## src/rtl/audio_codec_pkg.sv

```systemverilog
// Shared constants and types for the PAPU codec serial link.
package audio_codec_pkg;
  localparam int SAMPLE_W        = 16;
  localparam int SLOT_W          = 32;
  localparam int FRAME_BITS      = 64;
  localparam int CNT_W           = 6;
  localparam int DEFAULT_CLK_DIV = 4;

  typedef logic [SAMPLE_W-1:0] sample_t;
  typedef logic [CNT_W-1:0]    bit_cnt_t;
endpackage

```

## src/rtl/codec_bclk_gen.sv

```systemverilog
// Bit-clock divider, rise/fall strobes, frame bit counter and LR clock.
module codec_bclk_gen
  import audio_codec_pkg::*;
#(
  parameter int CLK_DIV = DEFAULT_CLK_DIV
) (
  input  logic     clk,
  input  logic     rst_n,
  output logic     bclk,
  output logic     rise,
  output logic     fall,
  output bit_cnt_t bit_cnt,
  output logic     lrck
);
  localparam int DIV_W = $clog2(CLK_DIV);

  logic [DIV_W-1:0] div_cnt;
  logic             wrap;
  bit_cnt_t         bit_nxt;

  // Strobes mark the clk edge on which BCLK toggles, not the cycle after.
  assign wrap    = (div_cnt == DIV_W'(CLK_DIV - 1));
  assign rise    = wrap & ~bclk;
  assign fall    = wrap & bclk;
  assign bit_nxt = bit_cnt + 1'b1;

  // bit_cnt parks at 63 so the first fall opens frame bit 0; LRCK is its own
  // register because it must read 0 during reset while bit_cnt[5] is 1.
  always_ff @(posedge clk or negedge rst_n) begin
    if (!rst_n) begin
      div_cnt <= '0;
      bclk    <= 1'b0;
      bit_cnt <= '1;
      lrck    <= 1'b0;
    end else begin
      div_cnt <= wrap ? '0 : div_cnt + 1'b1;
      if (wrap) bclk <= ~bclk;
      if (fall) begin
        bit_cnt <= bit_nxt;
        lrck    <= bit_nxt[CNT_W-1];
      end
    end
  end
endmodule

```

## src/rtl/audio_codec_link.sv

```systemverilog
// Left-justified stereo codec link: DAC serializer, sample request, ADC capture.
// Optional ADC capture path enabled by defining AUDIO_CODEC_ADC_EN.
module audio_codec_link
  import audio_codec_pkg::*;
#(
  parameter int CLK_DIV = DEFAULT_CLK_DIV
) (
  input  logic                clk,
  input  logic                rst_n,
  output logic                sample_req,
  input  logic [SAMPLE_W-1:0] dac_data,
  output logic                sample_end,
  output logic [SAMPLE_W-1:0] adc_data,
  output logic                AUD_BCLK,
  output logic                AUD_DACLRCK,
  output logic                AUD_DACDAT,
  output logic                AUD_ADCLRCK,
  input  logic                AUD_ADCDAT
);
  logic     rise, fall;
  bit_cnt_t bit_cnt, bit_nxt;
  sample_t  tx_hold, tx_word;
  logic [3:0] k;

  codec_bclk_gen #(.CLK_DIV(CLK_DIV)) u_bclk (
    .clk    (clk),
    .rst_n  (rst_n),
    .bclk   (AUD_BCLK),
    .rise   (rise),
    .fall   (fall),
    .bit_cnt(bit_cnt),
    .lrck   (AUD_DACLRCK)
  );

  assign AUD_ADCLRCK = AUD_DACLRCK;
  assign bit_nxt     = bit_cnt + 1'b1;
  assign k           = bit_nxt[3:0];
  // Bit 0 goes out on the latch edge itself, so bypass the hold register then.
  assign tx_word     = (bit_nxt == '0) ? dac_data : tx_hold;

  always_ff @(posedge clk or negedge rst_n) begin
    if (!rst_n) begin
      tx_hold    <= '0;
      AUD_DACDAT <= 1'b0;
      sample_req <= 1'b0;
    end else begin
      sample_req <= fall && (bit_nxt == '1);
      if (fall) begin
        if (bit_nxt == '0) tx_hold <= dac_data;
        // ~k == 15-k: MSB first in the upper 16 bits of each slot, then zeros.
        AUD_DACDAT <= bit_nxt[4] ? 1'b0 : tx_word[~k];
      end
    end
  end

`ifdef AUDIO_CODEC_ADC_EN
  sample_t rx_shift;

  always_ff @(posedge clk or negedge rst_n) begin
    if (!rst_n) begin
      rx_shift   <= '0;
      adc_data   <= '0;
      sample_end <= 1'b0;
    end else begin
      sample_end <= 1'b0;
      if (rise && (bit_cnt[5:4] == 2'b00)) begin
        rx_shift <= {rx_shift[SAMPLE_W-2:0], AUD_ADCDAT};
        if (bit_cnt[3:0] == 4'hF) begin
          adc_data   <= {rx_shift[SAMPLE_W-2:0], AUD_ADCDAT};
          sample_end <= 1'b1;
        end
      end
    end
  end
`else
  logic unused_adc;
  assign unused_adc = ^{AUD_ADCDAT, rise};
  assign adc_data   = '0;
  assign sample_end = 1'b0;
`endif
endmodule
```

## config.mk

```make
export PLATFORM = sky130hd
export DESIGN_NAME = audio_codec_link
export DESIGN_NICKNAME = d
export VERILOG_FILES = /design/src/rtl/audio_codec_pkg.sv /design/src/rtl/codec_bclk_gen.sv /design/src/rtl/audio_codec_link.sv
export SDC_FILE = /design/constraint.sdc
export NUM_CORES = 1
export LEC_CHECK = 0
export BUFFER_PORTS_ARGS = -buffer_cell sky130_fd_sc_hd__buf_2
export CORE_UTILIZATION = 46
export CTS_CLUSTER_SIZE = 24
export DETAILED_ROUTE_END_ITERATION = 16
export PLACE_DENSITY = 0.77
export SYNTH_ARGS = -nofsm -noshare
export SYNTH_HDL_FRONTEND = slang
export SYNTH_SLANG_ARGS = --single-unit
```

## constraint.sdc

```tcl
create_clock -name clk -period 6.5 [get_ports clk]
set_input_delay 1.3 -clock clk [delete_from_list [all_inputs] [get_ports clk]]
set_output_delay 1.3 -clock clk [all_outputs]
set_load 0.01 [all_outputs]
```

==> flow_metrics.env <==
export IMPL_status="finished, final reports clean"
export IMPL_leakagePower_nw=0.894
export IMPL_hp_class="reg2reg"
export IMPL_ctsRootBufferMaster="clkbuf_4"
export IMPL_synth_top_cell_by_area="dfrtp_1"
export IMPL_clk_pin_slew_ps=150
export IMPL_finClkSkew_ps=7.79
export IMPL_fin_cells=195
export IMPL_syn_inst=133
export IMPL_relSlewSlack_pct=59.2
export IMPL_crit_end="AUD_DACDAT"
export IMPL_rows=21
export IMPL_io_buffers=22
export IMPL_wl_per_cell_um=14.4
export IMPL_antenna_found_initial=0
export IMPL_dr_pass1_iters=4
export IMPL_syn_cell_area_um2=1670
export IMPL_clock_latency_ps=330
export IMPL_gp_congestion=0.757
export IMPL_clockBufferDepth=2
export IMPL_worst_slew_pin_slew_ps=612
export IMPL_area_delta_synth_final_pct=5.23
export IMPL_synth_cell_types=37
export IMPL_yosysMostFrequentCell="dfrtp_1"
export IMPL_holdPathStages=1
export IMPL_multi_input_area_um2=826
export IMPL_die_h_um=62.3
export IMPL_ys_top_cells_by_count="dfrtp_1, buf_4, mux2_1, nand2_1"
export IMPL_dr_first_iter_drc_count=15
export IMPL_synth_top_cell_area_share_pct=32.9
export IMPL_reg2reg_slack_ps=3900
export IMPL_ys_ff_latch=28
export IMPL_ff_latch_area_um2=708
export IMPL_track_usage_pct=15.7
export IMPL_drv_slew=0
export IMPL_drc=0
export IMPL_grt_max_degree=29
export IMPL_crit_required_ps=6730
export IMPL_post_route_period_util_pct=40.0
export IMPL_post_route_util_pct=51.6
export IMPL_pre_cts_ws_ps=3810
export IMPL_powerDensity_nw_per_um2=173
export IMPL_final_nets=172
export IMPL_grt_pass1_vias=1080
export IMPL_worstPathMaxFanout=14
export IMPL_r2r_end="AUD_DACDAT"
export IMPL_pin_count=41
export IMPL_arrival_ps=2840
export IMPL_synth_seq_area_share_pct=42.3
export IMPL_end_kind="flop"
export IMPL_cts_setup_buffers=0
export IMPL_ant_nets=0
export IMPL_overflow=0
export IMPL_r2r_start="u_bclk.bit_cnt[0]"
export IMPL_drive_gt1_share_pct=31.5
export IMPL_numCtsBuffers=3
export IMPL_fp_dieW_um=62.3
export IMPL_clock_sinks=28
export IMPL_h_tree_depth=1
export IMPL_yosys_top_cells_area="dfrtp_1, dfstp_2, buf_4"
export IMPL_synth_main_ff_cell="dfrtp_1"
export IMPL_fin_ws_ps=3900
export IMPL_timing_hold_ws_ps=445
export IMPL_final_hold_viol_count=0
export IMPL_grt_pass1_wl_um=4850
export IMPL_nFillCells=312
export IMPL_max_cap_violations=0
export IMPL_start_kind="flop"
export IMPL_cts_resized=0
export IMPL_dp_cells=191
export IMPL_drt_vias_per_instance=5.14
export IMPL_rsz0062_at_grt="false"
export IMPL_setup_viol=0
export IMPL_start_util_pct=49.0
export IMPL_wirelength_um=2810
export IMPL_timing_fmax_ghz=0.384
export IMPL_coreArea_um2=3420
export IMPL_critPathKind="reg2reg"
export IMPL_dieArea_um2=3880
export IMPL_vias=1002
export IMPL_synth_area_per_cell_um2=12.6
export IMPL_ctsHoldBuffers=0
export IMPL_startpoint="u_bclk.bit_cnt[0]"
export IMPL_fin_setup_tns_ps=0
export IMPL_synth_edff_count=0
export IMPL_vdd_drop_max_mv=0.120
export IMPL_worstRegToRegCells=6
export IMPL_antennaDiodeCount=0
export IMPL_dp_hpwl_um=2160
export IMPL_cts_tree="yes"
export IMPL_synth_warnings=0
export IMPL_async_reset_ff_share_pct=100
export IMPL_min_period_ps=2600
registers in the layout, summed over array words and instances (netlist names):
name	flops
sample_req	1
u_bclk.div_cnt	2
u_bclk.lrck	1
AUD_DACDAT	1
u_bclk.bit_cnt	6
u_bclk.bclk	1
tx_hold	16
area by class of cell:
cell class	count	share of cell area [%]
Multi-Input combinational cell	93	46.9
Sequential cell	28	40.2
Timing Repair Buffer	22	6.25
Tap cell	46	3.27
Clock inverter	1	1.70
Clock buffer	3	1.28
Inverter	2	0.426
worst min-delay path by stage:
stage | startpoint | slack [ps] | end
after CTS | u_bclk.div_cnt[0] | 440 | u_bclk.div_cnt[0]
after detailed placement | u_bclk.div_cnt[0] | 420 | u_bclk.div_cnt[0]
final | u_bclk.div_cnt[0] | 450 | u_bclk.div_cnt[0]
after global routing | u_bclk.div_cnt[0] | 490 | u_bclk.div_cnt[0]
after global placement | u_bclk.div_cnt[0] | 410 | u_bclk.div_cnt[0]
after floorplan | u_bclk.div_cnt[0] | 400 | u_bclk.div_cnt[0]
worst max-delay path: stages, from the launching register on:
cell	delay, ps
dfstp_2	770
inv_1	90
ha_1	540
mux4_2	560
mux2i_1	170
a222oi_1	110
a32o_1	270
metal layers:
layer / wire length (um) / up-vias / track usage [%]
li1: - / 474 / -
met1: 1190 / 496 / 18.8
met2: 1480 / 28 / 29.4
met3: 94 / 4 / 2.02
met4: 39 / 0 / 4.36
met5: 0 / - / 0
cell families (layout without fill, tap and decap cells):
group / after synthesis / count (layout) / share of synthesized area (%)
simple gates: 25 / 25 / 8.52
xor+xnor: 8 / 8 / 4.19
buf+inv: 28 / 28 / 12.0
other cells: 1 / 17 / 0.224
mux: 28 / 28 / 24.6
compound gates: 12 / 12 / 5.98
flops: 28 / 28 / 42.3
fa+ha+maj: 3 / 3 / 2.24
cell usage in the layout, fill, tap and decap left out:
master,n
nor2b_1,1
mux4_1,3
clkbuf_4,3
nand2_1,9
a211o_1,2
inv_1,2
a32o_1,1
o22ai_1,2
dfrtp_1,22
mux2_2,6
mux2i_1,4
xor2_1,3
dfstp_2,6
o22ai_2,1
nand3_4,1
bufinv_16,1
ha_1,3
mux4_2,5
nand3_1,4
xnor2_1,5
o21ai_0,2
nand2b_1,1
mux2_1,10
nor3_1,1
nor4_1,1
buf_2,22
conb_1,17
a2bb2oi_1,1
o2bb2ai_1,1
a21bo_2,1
a222oi_1,1
and2_1,1
nand4_1,1
nor2_1,4
nor2_8,1
power breakdown:
group | total [W] | internal [W] | switching [W]
Combinational | 0.0000160 | 0.00000540 | 0.0000106
Sequential | 0.000174 | 0.000174 | 0
Clock | 0.000114 | 0.0000624 | 0.0000516
Total | 0.000304 | 0.000242 | 0.0000622
stage by stage:
step	power, W	instance area (um^2)
after global placement	0.000193	1710
after CTS	0.000308	1760
after detailed placement	0.000194	1710
after floorplan	0.000191	1730
after global routing	0.000317	1760
final	0.000304	1760
Note: power is estimated with default switching activity, not from simulation.
